**config.mk**
```make
export PLATFORM = sky130hd
export DESIGN_NAME = stop_watch_ctrl
export DESIGN_NICKNAME = d
export VERILOG_FILES = /design/src/rtl/stop_watch_ctrl_pkg.sv /design/src/rtl/stop_watch_ctrl_btn_debounce.sv /design/src/rtl/stop_watch_ctrl.sv
export SDC_FILE = /design/constraint.sdc
export NUM_CORES = 1
export LEC_CHECK = 0
export CAP_MARGIN = 20
export CORE_MARGIN = 5
export CORE_UTILIZATION = 45
export CTS_CLUSTER_SIZE = 25
export DETAILED_ROUTE_END_ITERATION = 16
export HOLD_SLACK_MARGIN = 0.12
export PLACE_DENSITY_LB_ADDON = 0.05
export SLEW_MARGIN = 20
export SYNTH_ARGS = -nofsm -noshare
export SYNTH_HDL_FRONTEND = slang
export SYNTH_HIERARCHICAL = 1
export SYNTH_SLANG_ARGS = --single-unit
```
**constraint.sdc**
```tcl
create_clock -name i_clk_h -period 1.9 [get_ports i_clk_h]
set_input_delay 0.38 -clock i_clk_h [delete_from_list [all_inputs] [get_ports i_clk_h]]
set_output_delay 0.38 -clock i_clk_h [all_outputs]
set_load 0.01 [all_outputs]
```
**src/rtl/stop_watch_ctrl_pkg.sv**
```systemverilog
// Shared definitions for the stop-watch front-end sequencer.
//   state_e     : FSM state encodings driven onto o_state
//   press_e     : the single button press acted on in a given cycle
//   pick_press  : resolves simultaneous presses (start/stop > lap > watch-reset)
//   is_running  : true in the states where the time counters advance
package stop_watch_ctrl_pkg;

  localparam int STATE_W = 2;

  typedef enum logic [STATE_W-1:0] {
    ST_IDLE  = 2'b00,
    ST_RUN   = 2'b01,
    ST_PAUSE = 2'b10,
    ST_LAP   = 2'b11
  } state_e;

  typedef enum logic [1:0] {
    PR_NONE = 2'd0,
    PR_SS   = 2'd1,
    PR_LAP  = 2'd2,
    PR_RST  = 2'd3
  } press_e;

  // Only the highest-priority press in a cycle is acted on; the others are dropped.
  function automatic press_e pick_press(input logic ss, input logic lap, input logic rst);
    press_e p;
    p = PR_NONE;
    if (ss) begin
      p = PR_SS;
    end else if (lap) begin
      p = PR_LAP;
    end else if (rst) begin
      p = PR_RST;
    end
    return p;
  endfunction

  function automatic logic is_running(input state_e s);
    return (s == ST_RUN) || (s == ST_LAP);
  endfunction

endpackage

```
**src/rtl/stop_watch_ctrl_btn_debounce.sv**
```systemverilog
// btn_debounce: conditions one raw push-button.
//   i_clk_h   : clock, rising edge
//   i_rst_h   : asynchronous active-high reset (clears sync, level, counter, pulse)
//   i_btn_h   : raw, asynchronous, bouncing button level
//   o_press_h : registered one-cycle pulse on a debounced 0->1 change
// Parameter DB_CYCLES (>= 1): consecutive cycles the synchronised input must
// differ from the debounced level before the level follows it.
// Raw edge to o_press_h is 2 (sync) + DB_CYCLES (debounce) + 1 (pulse) cycles.
module btn_debounce #(
  parameter int DB_CYCLES = 250_000
) (
  input  logic i_clk_h,
  input  logic i_rst_h,
  input  logic i_btn_h,
  output logic o_press_h
);

  localparam int CW = $clog2(DB_CYCLES + 1);
  localparam logic [CW-1:0] CNT_LAST = CW'(DB_CYCLES - 1);

  logic          sync1_q, sync2_q;
  logic          level_q, level_d;
  logic          level_prev_q;
  logic          press_q;
  logic [CW-1:0] cnt_q, cnt_d;

  // Counter runs only while the synchronised input disagrees with the
  // debounced level; any agreeing cycle restarts the qualification window.
  always_comb begin
    level_d = level_q;
    cnt_d   = '0;
    if (sync2_q != level_q) begin
      if (cnt_q == CNT_LAST) begin
        level_d = sync2_q;
      end else begin
        cnt_d = cnt_q + 1'b1;
      end
    end
  end

  always_ff @(posedge i_clk_h or posedge i_rst_h) begin
    if (i_rst_h) begin
      sync1_q      <= 1'b0;
      sync2_q      <= 1'b0;
      level_q      <= 1'b0;
      level_prev_q <= 1'b0;
      cnt_q        <= '0;
      press_q      <= 1'b0;
    end else begin
      sync1_q      <= i_btn_h;
      sync2_q      <= sync1_q;
      level_q      <= level_d;
      level_prev_q <= level_q;
      cnt_q        <= cnt_d;
      press_q      <= level_q & ~level_prev_q;
    end
  end

  assign o_press_h = press_q;

endmodule

```
**src/rtl/stop_watch_ctrl.sv**
```systemverilog
// stop_watch_ctrl: front-end sequencer for the stop-watch datapath.
// Debounces the buttons, runs the IDLE/RUN/PAUSE(/LAP) FSM, generates the
// count-enable tick and the counter clear pulse.
// Optional feature: define STOP_WATCH_LAP_EN to build the lap button path and
// the LAP state; without it i_lap_h is ignored and o_disp_hold_h stays 0.
// Ports:
//   i_clk_h           in  clock, rising edge
//   i_sys_rst_h       in  asynchronous active-high system reset
//   i_start_stop_h    in  raw start/stop button
//   i_rst_watch_h     in  raw watch-reset button
//   i_lap_h           in  raw lap button
//   o_watch_running_h out high in RUN or LAP
//   o_watch_rst_h     out one-cycle clear pulse to the time counters
//   o_tick_en_h       out one-cycle count enable every TICK_DIV running cycles
//   o_disp_hold_h     out display freeze while in LAP
//   o_state           out FSM state (see stop_watch_ctrl_pkg::state_e)
// Parameters: CLK_HZ, TICK_HZ (TICK_DIV = CLK_HZ/TICK_HZ >= 2), DB_CYCLES (>= 1).
module stop_watch_ctrl
  import stop_watch_ctrl_pkg::*;
#(
  parameter int CLK_HZ    = 50_000_000,
  parameter int TICK_HZ   = 100,
  parameter int DB_CYCLES = 250_000
) (
  input  logic               i_clk_h,
  input  logic               i_sys_rst_h,
  input  logic               i_start_stop_h,
  input  logic               i_rst_watch_h,
  input  logic               i_lap_h,
  output logic               o_watch_running_h,
  output logic               o_watch_rst_h,
  output logic               o_tick_en_h,
  output logic               o_disp_hold_h,
  output logic [STATE_W-1:0] o_state
);

  localparam int TICK_DIV = CLK_HZ / TICK_HZ;
  localparam int PW       = $clog2(TICK_DIV);
  localparam logic [PW-1:0] PRESC_MAX = PW'(TICK_DIV - 1);

  logic ss_press, rst_press, lap_press;

  btn_debounce #(.DB_CYCLES(DB_CYCLES)) u_db_ss (
    .i_clk_h   (i_clk_h),
    .i_rst_h   (i_sys_rst_h),
    .i_btn_h   (i_start_stop_h),
    .o_press_h (ss_press)
  );

  btn_debounce #(.DB_CYCLES(DB_CYCLES)) u_db_rst (
    .i_clk_h   (i_clk_h),
    .i_rst_h   (i_sys_rst_h),
    .i_btn_h   (i_rst_watch_h),
    .o_press_h (rst_press)
  );

`ifdef STOP_WATCH_LAP_EN
  btn_debounce #(.DB_CYCLES(DB_CYCLES)) u_db_lap (
    .i_clk_h   (i_clk_h),
    .i_rst_h   (i_sys_rst_h),
    .i_btn_h   (i_lap_h),
    .o_press_h (lap_press)
  );
`else
  // Lap button has no consumer in this build; LAP is never entered.
  logic unused_lap;
  assign unused_lap = i_lap_h;
  assign lap_press  = 1'b0;
`endif

  state_e        state_q, state_d;
  press_e        press;
  logic [PW-1:0] presc_q, presc_d;
  logic          wrst_q, wrst_d;
  logic          tick_q, tick_d;
  logic          run_q, hold_q;

  assign press = pick_press(ss_press, lap_press, rst_press);

  always_comb begin
    state_d = state_q;
    wrst_d  = 1'b0;
    unique case (state_q)
      ST_IDLE: begin
        if (press == PR_SS) begin
          state_d = ST_RUN;
        end else if (press == PR_RST) begin
          wrst_d = 1'b1;
        end
      end
      ST_RUN: begin
        if (press == PR_SS) begin
          state_d = ST_PAUSE;
        end else if (press == PR_LAP) begin
          state_d = ST_LAP;
        end
      end
      ST_PAUSE: begin
        if (press == PR_SS) begin
          state_d = ST_RUN;
        end else if (press == PR_RST) begin
          state_d = ST_IDLE;
          wrst_d  = 1'b1;
        end
      end
      ST_LAP: begin
        if (press == PR_SS) begin
          state_d = ST_PAUSE;
        end else if (press == PR_LAP) begin
          state_d = ST_RUN;
        end
      end
      default: state_d = ST_IDLE;
    endcase
  end

  // Prescaler keeps its partial count across a pause so resuming does not
  // lose the fraction of a tick already elapsed; IDLE restarts it from zero.
  // The tick is registered, so it appears the cycle the prescaler wraps and
  // the first tick lands TICK_DIV cycles after entering RUN from IDLE.
  // Clear pulses only leave non-running states, so they never meet a tick.
  always_comb begin
    presc_d = presc_q;
    tick_d  = 1'b0;
    if (is_running(state_q)) begin
      tick_d  = (presc_q == PRESC_MAX);
      presc_d = (presc_q == PRESC_MAX) ? '0 : presc_q + 1'b1;
    end else if (state_q == ST_IDLE) begin
      presc_d = '0;
    end
  end

  always_ff @(posedge i_clk_h or posedge i_sys_rst_h) begin
    if (i_sys_rst_h) begin
      state_q <= ST_IDLE;
      presc_q <= '0;
      wrst_q  <= 1'b0;
      tick_q  <= 1'b0;
      run_q   <= 1'b0;
      hold_q  <= 1'b0;
    end else begin
      state_q <= state_d;
      presc_q <= presc_d;
      wrst_q  <= wrst_d;
      tick_q  <= tick_d;
      run_q   <= is_running(state_d);
      hold_q  <= (state_d == ST_LAP);
    end
  end

  assign o_state           = state_q;
  assign o_watch_running_h = run_q;
  assign o_watch_rst_h     = wrst_q;
  assign o_tick_en_h       = tick_q;
  assign o_disp_hold_h     = hold_q;

endmodule

```
==> impl_metrics.env, run 1 <==
export IMPL_outcome="finished, final reports clean"
export IMPL_n_fill_cell=721
export IMPL_syn_inst=357
export IMPL_drc=0
export IMPL_holdWs_ns=0.345
export IMPL_end_kind="flip-flop"
export IMPL_ant_nets=0
export IMPL_coreArea_sq_um=7690
export IMPL_drive_gt1_frac=0.161
export IMPL_syn_to_final_growth_pct=16.2
export IMPL_die_h_um=98.5
export IMPL_fin_nets=400
export IMPL_syn_num_nets=365
export IMPL_dieArea_sq_um=9700
export IMPL_criticalPathCategory="reg -> reg"
export IMPL_hold_class="reg -> reg"
export IMPL_yosysSeqAreaShare=0.504
export IMPL_crit_buf_inv=0
export IMPL_synth_top_area_cell="dfrtp_1"
export IMPL_cts_path_max_buffers=2
export IMPL_cp_max_fo=3
export IMPL_track_usage=0.150
export IMPL_worst_hold_path_endpoint="u_db_ss/sync2_q$_DFF_PP0_"
export IMPL_synth_warnings=6
export IMPL_grt_busiest_layer="met2"
export IMPL_worst_hold_startpoint="u_db_ss/sync1_q$_DFF_PP0_"
export IMPL_grt_use_met1=0.208
export IMPL_grt_pass1_vias=2568
export IMPL_tightestPinTransition_ns=0.451
export IMPL_p_leak_nw=1.74
export IMPL_gp_congestion=0.857
export IMPL_syn_avg_cell_area_sq_um=9.87
export IMPL_setup_violations=0
export IMPL_hold_violations=0
export IMPL_rr_startpoint="presc_q[14]$_DFFE_PP0P_"
export IMPL_firstDrtPassIters=4
export IMPL_hold_path_cell_count=0
export IMPL_clock_latency_ns=0.33
export IMPL_synthFlopType="dfrtp_1"
export IMPL_n_antenna_cell=0
export IMPL_yosysMostFrequentCell="dfrtp_1"
export IMPL_h_tree_depth=3
export IMPL_die_x_um=98.5
export IMPL_io_pins=11
export IMPL_r2r_slack_ns=0.08
export IMPL_drv_cap=0
export IMPL_skew_ns=0.0114
export IMPL_portBuffers=9
export IMPL_worstPathArrival_ns=2.04
export IMPL_use_met2=0.238
export IMPL_ir_worst_vdd_mv=0.402
export IMPL_synth_common_cells="dfrtp_1, nor2_1, nand2_1"
export IMPL_via_per_inst=5.35
export IMPL_cts_buffers=9
export IMPL_reg2reg_to="presc_q[8]$_DFFE_PP0P_"
export IMPL_rsz0062_at_grt="no"
export IMPL_antenna_found_initial=0
export IMPL_syn_area_sq_um=3520
export IMPL_ys_types=43
export IMPL_cts_sinks=71
export IMPL_clk_pin_slew_ns=0.08
export IMPL_async_flop_share=1.00
export IMPL_tritoncts="yes"
export IMPL_cp_required_ns=2.12
export IMPL_routed_wl_um=6850
export IMPL_grt_max_degree=26
export IMPL_synth_edf_count=0
export IMPL_grt_ovfl_total=0
export IMPL_max_freq_mhz=550
export IMPL_vias=2668
export IMPL_slowest_delay_ns=0.41
export IMPL_initial_utilization=0.458
export IMPL_root_buffer="clkbuf_8"
export IMPL_use_met3=0.0276
export IMPL_grt_pass1_wl_um=12000
export IMPL_synthTopCellsByArea="dfrtp_1, nand4_1, xnor2_1"
export IMPL_place_hpwl_um=4910
export IMPL_avgRoutedWirePerCell_um=13.7
export IMPL_cts_hold_buf=0
export IMPL_crit_chain="nor4_2, nand3_2, o31a_1, and3_1, a211o_1"
export IMPL_slew_limit_headroom=0.697
export IMPL_slew_violations=0
export IMPL_fp_row_count=32
export IMPL_ys_ff_latch=71
export IMPL_cp_slowest_cell="dfrtp_1"
export IMPL_fin_crit_ns=1.82
export IMPL_startpoint_type="flip-flop"
export IMPL_power_mw=2.85
export IMPL_setup_tns_ns=0
export IMPL_path_delay_family="simple AND/OR/NAND/NOR gates"
export IMPL_timing_final_crit_share=0.956
export IMPL_drtIter0Drc=89
export IMPL_synth_top_area_frac=0.504
export IMPL_p_per_area_nw_per_um2=697
export IMPL_r2r_cells=5
export IMPL_path_depth=5
==> per-layer routing <==
layer,share of wire,up-vias,routed length [um]
met5,0,-,0
met3,0.024,10,166
met2,0.47,32,3210
li1,-,1356,-
met4,0.012,0,85
met1,0.49,1270,3380
==> area by class of cell <==
cell class              instances  area [sq um]  area share
multi-input cells             255          1590       0.389
inverters                      12          45.0      0.0110
repair buffers                 43           345      0.0844
clock inverters                 6          68.8      0.0168
well taps                     102           128      0.0312
clock buffers                  10           138      0.0336
flip-flops and latches         71          1780       0.434
==> cells in the final DEF, fill, tap and decap left out, drive strengths merged, types with 2 or more instances in the layout <==
cell type / n
dfrtp: 71
nor2: 35
nand2: 34
buf: 34
nand4: 30
nand3: 19
xnor2: 17
xor2: 16
a21oi: 13
inv: 13
o21ai: 12
and3: 11
clkbuf: 10
nor4: 10
clkdlybuf4s50: 9
nor3: 9
or3: 8
or4: 5
o31ai: 5
and4: 4
nor2b: 3
ha: 3
clkinv: 3
or2: 3
nor3b: 2
or4b: 2
a41o: 2
mux2: 2
==> per-stage QoR <==
step / std cells / instance area, sq um / util / setup WS [ns]
6_report: 499 / 4090 / 0.532 / 0.0828
5_1_grt: 499 / 4090 / 0.532 / 0.0127
4_1_cts: 498 / 4060 / 0.528 / 0.0467
3_5_place_dp: 482 / 3850 / 0.501 / 0.0620
3_3_place_gp: 482 / 3850 / 0.501 / 0.0381
2_1_floorplan: 357 / 3520 / - / 0.0700
==> worst reg2reg max path: cells and delay by family, from the launching register on <==
kind	cells	cell delay [ns]
DFF	1	0.41
and+or+nand+nor	3	0.67
AOI/OAI and AO/OA	2	0.62
==> cells by family (layout without fill, tap and decap cells) <==
family / count (synthesis) / count (layout) / share of synthesized area
flip-flops: 71 / 71 / 0.504
multiplexers: 3 / 3 / 0.00924
AND/OR/NAND/NOR: 177 / 177 / 0.272
XOR/XNOR: 33 / 33 / 0.0821
buffers and inverters: 31 / 71 / 0.0519
AO/OA/AOI/OAI: 39 / 39 / 0.0696
adder cells (fa/ha/maj): 3 / 3 / 0.0107
==> flip-flops by register name (all words and copies together), names as in the netlist, 2 cells and up <==
| register | cells |
|---|---|
| u_db_ss/cnt_q | 18 |
| presc_q | 19 |
| u_db_rst/cnt_q | 18 |
| o_state | 2 |
==> worst max path at each step <==
stage / from / endpoint
after detailed placement: presc_q[14]$_DFFE_PP0P_ / presc_q[14]$_DFFE_PP0P_
final: presc_q[14]$_DFFE_PP0P_ / presc_q[8]$_DFFE_PP0P_
after CTS: presc_q[14]$_DFFE_PP0P_ / presc_q[14]$_DFFE_PP0P_
after floorplan: u_db_rst/cnt_q[5]$_DFF_PP0_ / u_db_rst/cnt_q[15]$_DFF_PP0_
after global routing: u_db_ss/cnt_q[11]$_DFF_PP0_ / u_db_ss/cnt_q[9]$_DFF_PP0_
after global placement: presc_q[14]$_DFFE_PP0P_ / presc_q[14]$_DFFE_PP0P_
==> where the power goes <==
| group | total [mW] | switching (mW) | internal (mW) |
|---|---|---|---|
| sequential | 1.54 | 0.0139 | 1.52 |
| clock | 1.23 | 0.583 | 0.649 |
| combinational | 0.0828 | 0.0547 | 0.0281 |
==> what timing repair did <==
item                                    4_1_cts  5_1_grt
buffers inserted                              0        1
hold endpoints to repair                      0        0
resized for setup                             0        5
endpoints found under the setup margin        0       16
Power figures use the tool's default switching activity.
==> run 2: changes to the inputs <==
- ABC_AREA: default -> 1
- CELL_PAD_IN_SITES_DETAIL_PLACEMENT: default -> 2
- CELL_PAD_IN_SITES_GLOBAL_PLACEMENT: default -> 2
- CORE_UTILIZATION: 45 -> 34
- SETUP_SLACK_MARGIN: default -> 0.5
==> impl_metrics.env, run 2 <==
export IMPL_slew_limit_headroom=0.675
export IMPL_syn_num_nets=476
export IMPL_async_flop_share=1.00
export IMPL_n_fill_cell=1234
export IMPL_swShare=0.222
export IMPL_cts_buffers=9
export IMPL_yosysSeqAreaShare=0.472
export IMPL_synth_edf_count=0
export IMPL_syn_area_sq_um=3770
export IMPL_hold_path_cell_count=0
export IMPL_gp_congestion=0.770
export IMPL_firstDrtPassIters=4
export IMPL_drv_cap=0
export IMPL_ys_ff_latch=71
export IMPL_synthFlopType="dfrtp_1"
export IMPL_cts_sinks=71
export IMPL_place_hpwl_um=7710
export IMPL_track_usage=0.171
export IMPL_path_delay_family="simple AND/OR/NAND/NOR gates"
export IMPL_n_antenna_cell=0
export IMPL_timing_final_crit_share=0.755
export IMPL_cp_required_ns=2.14
export IMPL_hold_violations=0
export IMPL_r2r_cells=8
export IMPL_p_sw_mw=0.660
export IMPL_end_kind="flip-flop"
export IMPL_dieArea_sq_um=13300
export IMPL_r2r_slack_ns=0.47
export IMPL_slowest_delay_ns=0.42
export IMPL_avgRoutedWirePerCell_um=16.5
export IMPL_synthXorXnorAreaFrac=0.0761
export IMPL_grt_pass1_vias=3555
export IMPL_synth_compound_area_frac=0.0475
export IMPL_hold_class="reg -> reg"
export IMPL_setup_tns_ns=0
export IMPL_syn_avg_cell_area_sq_um=8.05
export IMPL_h_tree_depth=3
export IMPL_grt_max_degree=24
export IMPL_fin_nets=514
export IMPL_io_pins=11
export IMPL_drc=0
export IMPL_synthAdderAreaFrac=0.00997
export IMPL_die_h_um=115
export IMPL_yosysMostFrequentCell="nand2_1"
export IMPL_synth_top_family_by_area="simple AND/OR/NAND/NOR gates"
export IMPL_p_leak_nw=1.98
export IMPL_rsz0062_at_grt="yes"
export IMPL_max_freq_mhz=697
export IMPL_worst_hold_startpoint="u_db_ss/sync1_q$_DFF_PP0_"
export IMPL_portBuffers=9
export IMPL_fp_row_count=38
export IMPL_synth_mux_area_fraction=0
export IMPL_cts_path_max_buffers=2
export IMPL_root_buffer="clkbuf_8"
export IMPL_criticalPathCategory="reg -> reg"
export IMPL_clkPwrFrac=0.446
export IMPL_reg2reg_to="presc_q[15]$_DFFE_PP0P_"
export IMPL_die_x_um=115
export IMPL_p_per_area_nw_per_um2=639
export IMPL_rr_startpoint="presc_q[0]$_DFFE_PP0P_"
export IMPL_initial_utilization=0.347
export IMPL_ant_nets=0
export IMPL_pwr_share_comb=0.035
export IMPL_p_seq_frac=0.519
export IMPL_drive_gt1_frac=0.241
export IMPL_synth_top_area_frac=0.472
export IMPL_post_route_util=0.429
export IMPL_p_int_mw=2.31
export IMPL_final_cell_mix="nand2_1, nor2_1, dfrtp_1"
export IMPL_crit_chain="ha_4, nand2_4, nor2_4, inv_2, nor2_4, nand2_2, nand2_4, o21ai_1"
export IMPL_cts_hold_buf=0
export IMPL_register_area_sq_um=1790
export IMPL_startpoint_type="flip-flop"
export IMPL_tritoncts="yes"
export IMPL_synth_simple_area_share=0.339
export IMPL_tightestPinTransition_ns=0.485
export IMPL_drtIter0Drc=91
export IMPL_syn_inst=468
export IMPL_outcome="finished, final reports clean"
export IMPL_clock_latency_ns=0.35
export IMPL_ys_types=26
export IMPL_largest_reg_flops=19
export IMPL_ir_worst_vdd_mv=0.322
export IMPL_grt_ovfl_total=0
export IMPL_slew_violations=0
export IMPL_final_common_cell="nand2_1"
export IMPL_top_regs="presc_q (19), u_db_rst/cnt_q (18), u_db_ss/cnt_q (18)"
export IMPL_multi_input_area_sq_um=2000
export IMPL_fin_crit_ns=1.43
export IMPL_synth_common_cells="nand2_1, nor2_1, dfrtp_1"
export IMPL_vias=3209
export IMPL_crit_buf_inv=1
export IMPL_setup_violations=0
export IMPL_synth_warnings=6
export IMPL_worst_hold_path_endpoint="u_db_ss/sync2_q$_DFF_PP0_"
export IMPL_grt_pass1_wl_um=17700
export IMPL_coreArea_sq_um=10800
export IMPL_worstPathArrival_ns=1.67
export IMPL_routed_wl_um=10700
export IMPL_clk_pin_slew_ns=0.08
export IMPL_cp_slowest_cell="dfrtp_1"
export IMPL_skew_ns=0.0144
export IMPL_via_per_inst=4.94
export IMPL_cp_max_fo=5
export IMPL_synth_top_area_cell="dfrtp_1"
export IMPL_antenna_found_initial=0
export IMPL_max_flop_register="presc_q"
export IMPL_syn_to_final_growth_pct=23.4
export IMPL_synthTopCellsByArea="dfrtp_1, nand2_1, nor2_1"
run 2: cell count changes after synthesis, moves of 9 or more:
cell | before | now
nand3_1 | 19 | 41
nor2_1 | 35 | 89
nand4_1 | 30 | 7
inv_1 | 12 | 47
and3_1 | 9 | 0
nor2_2 | 0 | 9
nand2_1 | 34 | 98
nor2_4 | 0 | 12
nand2_2 | 0 | 13
run 2: cells by family (layout without fill, tap and decap cells):
group                      count (synthesis)  after routing
buffers and inverters                     56             98
xor gates and xnor gates                  31             31
and+or+nand+nor                          276            276
DFF                                       71             71
adders and majority gates                  3              3
AOI/OAI and AO/OA                         31             31
run 2: what timing repair did:
item                       4_1_cts  5_1_grt
pin swaps                        7       12
setup endpoints to repair       41       46
gates resized for setup         29       47
buffers inserted                 5        8
run 2: worst max path at each step:
stage / startpoint / end / slack [ns] / depth (start not counted)
5_1_grt: presc_q[0]$_DFFE_PP0P_ / presc_q[8]$_DFFE_PP0P_ / 0.38 / 8
4_1_cts: o_state[0]$_DFF_PP0_ / o_state[0] / 0.47 / 1
3_5_place_dp: presc_q[0]$_DFFE_PP0P_ / presc_q[16]$_DFFE_PP0P_ / 0.29 / 8
6_report: presc_q[0]$_DFFE_PP0P_ / presc_q[15]$_DFFE_PP0P_ / 0.47 / 8
2_1_floorplan: presc_q[0]$_DFFE_PP0P_ / presc_q[3]$_DFFE_PP0P_ / 0.62 / 8
3_3_place_gp: presc_q[0]$_DFFE_PP0P_ / presc_q[16]$_DFFE_PP0P_ / 0.34 / 8
run 2: power groups by stage:
stage / combinational [mW] / sequential (mW) / clock (mW)
floorplan: 0.0529 / 1.56 / 0
global placement: 0.0928 / 1.56 / 0
detailed placement: 0.0956 / 1.56 / 0
CTS: 0.0988 / 1.54 / 1.37
global route: 0.122 / 1.54 / 1.45
finish: 0.105 / 1.54 / 1.32
run 2: cell type report:
class	count	share of cell area
repair buffers	29	0.0557
well taps	140	0.0377
flip-flops and latches	71	0.384
clock buffers	13	0.0385
clock inverters	2	0.00808
multi-input cells	341	0.431
inverters	54	0.0450
run 2: worst register-to-register path: stages, from the launching register on:
cell,delay (ns)
dfrtp_1,0.42
ha_4,0.17
nand2_4,0.07
nor2_4,0.18
inv_2,0.08
nor2_4,0.13
nand2_2,0.08
nand2_4,0.12
o21ai_1,0.08
run 2: per-layer routing:
| layer | GRT usage | vias to the layer above | part of all wire |
|---|---|---|---|
| li1 | - | 1537 | - |
| met1 | 0.198 | 1638 | 0.42 |
| met2 | 0.323 | 26 | 0.54 |
| met3 | 0.0305 | 8 | 0.018 |
| met4 | 0.0423 | 0 | 0.013 |
| met5 | 0 | - | 0 |
run 2: through the flow:
step           setup WS (ns)  hold slack, ns  instances  instance area (sq um)  power (mW)
6_report               0.466           0.350        650                   4650        2.97
5_1_grt                0.380           0.368        650                   4650        3.12
4_1_cts                0.468           0.355        642                   4430        3.01
3_5_place_dp           0.290           0.337        622                   4090        1.66
3_3_place_gp           0.338           0.332        622                   4090        1.66
2_1_floorplan          0.617           0.331        468                   3770        1.62
==> run 3: changes to the inputs <==
- CORE_UTILIZATION: 34 -> 37
- clock period: 1.9 -> 1.4 ns (I/O delays scaled with it)
==> impl_metrics.env, run 3 <==
export IMPL_outcome="stopped before the end"
export IMPL_haltStage="5_1_grt"
export IMPL_error="[ERROR DPL-0033] detailed placement checks failed during check placement."
export IMPL_place_hpwl_um=8560
export IMPL_synth_common_cells="nand2_1, nor2_1, dfrtp_1"
export IMPL_synth_top_area_frac=0.472
export IMPL_grt_max_degree=24
export IMPL_syn_num_nets=476
export IMPL_fp_row_count=36
export IMPL_ys_types=26
export IMPL_gp_congestion=0.778
export IMPL_antenna_found_initial=1
export IMPL_syn_inst=468
export IMPL_synthFlopType="dfrtp_1"
export IMPL_yosysMostFrequentCell="nand2_1"
export IMPL_cts_sinks=71
export IMPL_portBuffers=9
export IMPL_place_inst=640
export IMPL_yosysSeqAreaShare=0.472
export IMPL_synthTopCellsByArea="dfrtp_1, nand2_1, nor2_1"
export IMPL_worst_ep_kind="register input"
export IMPL_async_flop_share=1.00
export IMPL_synth_warnings=6
export IMPL_syn_avg_cell_area_sq_um=8.05
export IMPL_initial_utilization=0.382
export IMPL_ys_ff_latch=71
export IMPL_root_buffer="clkbuf_8"
export IMPL_h_tree_depth=3
export IMPL_die_h_um=111
export IMPL_cts_path_max_buffers=2
export IMPL_die_x_um=111
export IMPL_syn_area_sq_um=3770
export IMPL_cts_buffers=9
export IMPL_io_pins=11
export IMPL_synth_edf_count=0
export IMPL_synth_top_area_cell="dfrtp_1"
export IMPL_postGrtWorstEndpoint="presc_q[3]$_DFFE_PP0P_/D"
-- run 3: what timing repair did --
action / CTS
setup buffers: 40
gates resized for setup: 140
endpoints found under the setup margin: 66
hold buffers: 0
pin swaps: 40
-- run 3: cells by family after synthesis --
logic type | after synthesis | synth area share
xor gates and xnor gates | 31 | 0.0761
and+or+nand+nor | 276 | 0.339
buffers and inverters | 56 | 0.0561
DFF | 71 | 0.472
adders and majority gates | 3 | 0.00997
AOI/OAI and AO/OA | 31 | 0.0475
-- run 3: metrics by stage --
stage / hold slack (ns) / TNS, ns / setup WS [ns] / instance area [sq um]
4_1_cts: 0.338 / -0.0626 / -0.0104 / 5360
3_3_place_gp: 0.331 / 0 / 0.0185 / 4400
2_1_floorplan: 0.282 / 0 / 0.124 / 3880
3_5_place_dp: 0.336 / -0.504 / -0.0535 / 4400
==> run 4: changes to the inputs <==
- CELL_PAD_IN_SITES_DETAIL_PLACEMENT: 2 -> default
- CELL_PAD_IN_SITES_GLOBAL_PLACEMENT: 2 -> default
- CORE_UTILIZATION: 37 -> 30
- CTS_CLUSTER_SIZE: 25 -> default
- HOLD_SLACK_MARGIN: 0.12 -> default
- PLACE_DENSITY_LB_ADDON: 0.05 -> 0.15
- SETUP_SLACK_MARGIN: 0.5 -> default
==> impl_metrics.env, run 4 (synthesis results as in run 2) <==
export IMPL_r2r_cells=8
export IMPL_p_per_area_nw_per_um2=978
export IMPL_grt_ovfl_total=0
export IMPL_gp_congestion=0.857
export IMPL_slew_violations=0
export IMPL_p_leak_nw=2.15
export IMPL_rr_startpoint="presc_q[1]$_DFFE_PP0P_"
export IMPL_drive_gt1_frac=0.236
export IMPL_slew_limit_headroom=0.809
export IMPL_fp_row_count=41
export IMPL_multi_input_area_sq_um=1890
export IMPL_instances_no_fill=706
export IMPL_tritoncts="yes"
export IMPL_clk_pin_slew_ns=0.07
export IMPL_grt_pass1_vias=3030
export IMPL_max_freq_mhz=726
export IMPL_path_delay_family="simple AND/OR/NAND/NOR gates"
export IMPL_final_common_cell="nand2_1"
export IMPL_timing_final_crit_share=0.984
export IMPL_crit_buf_inv=1
export IMPL_via_per_inst=4.39
export IMPL_max_flop_register="presc_q"
export IMPL_cp_slowest_cell="dfrtp_1"
export IMPL_ant_nets=0
export IMPL_p_sw_mw=1.02
export IMPL_initial_utilization=0.302
export IMPL_fin_nets=537
export IMPL_register_area_sq_um=1780
export IMPL_grt_pass1_wl_um=14600
export IMPL_setup_violations=0
export IMPL_pwr_share_comb=0.030
export IMPL_hold_path_cell_count=0
export IMPL_tightestPinTransition_ns=0.287
export IMPL_end_kind="flip-flop"
export IMPL_portBuffers=9
export IMPL_path_depth=8
export IMPL_criticalPathCategory="reg -> reg"
export IMPL_grt_max_degree=24
export IMPL_post_route_util=0.387
export IMPL_cts_sinks=71
export IMPL_fin_crit_ns=1.38
export IMPL_antenna_found_initial=0
export IMPL_cp_max_fo=5
export IMPL_die_h_um=122
export IMPL_clock_latency_ns=0.34
export IMPL_clkPwrFrac=0.527
export IMPL_dieArea_sq_um=14900
export IMPL_place_ws_ns=-0.0865
export IMPL_rsz0062_at_grt="yes"
export IMPL_cts_path_max_buffers=2
export IMPL_avgRoutedWirePerCell_um=12.1
export IMPL_outcome="finished, final reports clean"
export IMPL_place_inst=682
export IMPL_coreArea_sq_um=12500
export IMPL_setup_ws_ns=0.0221
export IMPL_hold_class="reg -> reg"
export IMPL_vias=3096
export IMPL_drc=0
export IMPL_skew_ns=0.0122
export IMPL_track_usage=0.126
export IMPL_place_hpwl_um=6200
export IMPL_syn_to_final_growth_pct=28.2
export IMPL_p_int_mw=3.70
export IMPL_reg2reg_to="presc_q[5]$_DFFE_PP0P_"
export IMPL_ir_worst_vdd_mv=0.658
export IMPL_root_buffer="clkbuf_16"
export IMPL_cts_hold_buf=0
export IMPL_drtIter0Drc=160
export IMPL_worst_hold_path_endpoint="u_db_rst/sync2_q$_DFF_PP0_"
export IMPL_routed_wl_um=8540
export IMPL_cp_required_ns=1.61
export IMPL_n_fill_cell=1249
export IMPL_final_cell_mix="nand2_1, nor2_1, dfrtp_1"
export IMPL_firstDrtPassIters=5
export IMPL_die_x_um=122
export IMPL_r2r_slack_ns=0.02
export IMPL_worst_hold_startpoint="u_db_rst/sync1_q$_DFF_PP0_"
export IMPL_io_pins=11
export IMPL_drv_cap=0
export IMPL_top_regs="presc_q (19), u_db_rst/cnt_q (18), u_db_ss/cnt_q (18)"
export IMPL_p_seq_frac=0.442
export IMPL_largest_reg_flops=19
export IMPL_startpoint_type="flip-flop"
export IMPL_hold_violations=0
export IMPL_cts_buffers=9
export IMPL_crit_chain="ha_2, nand2_4, nor2_4, inv_2, nor2_4, nand2_2, nand2_4, o22ai_1"
export IMPL_slowest_delay_ns=0.37
export IMPL_swShare=0.216
export IMPL_h_tree_depth=3
export IMPL_n_antenna_cell=0
export IMPL_worstPathArrival_ns=1.59
run 4: worst max-delay path by stage:
stage | from | endpoint | slack [ns]
after floorplan | presc_q[0]$_DFFE_PP0P_ | presc_q[3]$_DFFE_PP0P_ | 0.12
after global placement | presc_q[0]$_DFFE_PP0P_ | presc_q[16]$_DFFE_PP0P_ | -0.02
after detailed placement | presc_q[0]$_DFFE_PP0P_ | presc_q[16]$_DFFE_PP0P_ | -0.09
after CTS | presc_q[1]$_DFFE_PP0P_ | presc_q[15]$_DFFE_PP0P_ | 0.006
after global routing | u_db_ss/cnt_q[0]$_DFF_PP0_ | u_db_ss/cnt_q[13]$_DFF_PP0_ | -0.04
final | presc_q[1]$_DFFE_PP0P_ | presc_q[5]$_DFFE_PP0P_ | 0.02
run 4: metal layers:
metal / vias to the layer above / global-route usage / wire length (um)
met5: - / 0 / 0
met4: 0 / 0.0686 / 188
met3: 11 / 0.0274 / 228
met2: 48 / 0.193 / 3920
met1: 1443 / 0.166 / 4190
li1: 1594 / - / -
run 4: per-stage QoR:
step	instance area, sq um	hold WS (ns)	setup TNS (ns)	power, mW
global route	4830	0.368	-0.359	4.92
finish	4830	0.351	0	4.72
floorplan	3770	0.282	0	2.19
detailed placement	4340	0.339	-0.602	2.26
CTS	4680	0.353	0	4.81
global placement	4340	0.335	-0.0653	2.26
run 4: worst reg2reg max path: stages, from the launching register on:
cell	delay [ns]
dfrtp_1	0.37
ha_2	0.22
nand2_4	0.07
nor2_4	0.14
inv_2	0.08
nor2_4	0.13
nand2_2	0.08
nand2_4	0.10
o22ai_1	0.07
run 4: layout make-up:
cell class / count / share of cell area
Inverter: 54 / 0.0420
Multi-Input combinational cell: 341 / 0.391
Clock inverter: 6 / 0.0192
Timing Repair Buffer: 52 / 0.0873
Clock buffer: 10 / 0.0474
Tap cell: 172 / 0.0446
Sequential cell: 71 / 0.369
run 4: timing repair:
action / 4_1_cts / 5_1_grt
pin swaps: 3 / 11
gates resized for setup: 10 / 27
setup endpoints to repair: 24 / 41
setup buffers: 2 / 7
run 4: power by group through the flow:
stage / combinational (mW) / clock (mW) / sequential [mW]
2_1_floorplan: 0.0717 / 0 / 2.12
3_3_place_gp: 0.141 / 0 / 2.12
3_5_place_dp: 0.142 / 0 / 2.12
4_1_cts: 0.143 / 2.58 / 2.08
5_1_grt: 0.167 / 2.66 / 2.09
6_report: 0.143 / 2.49 / 2.09
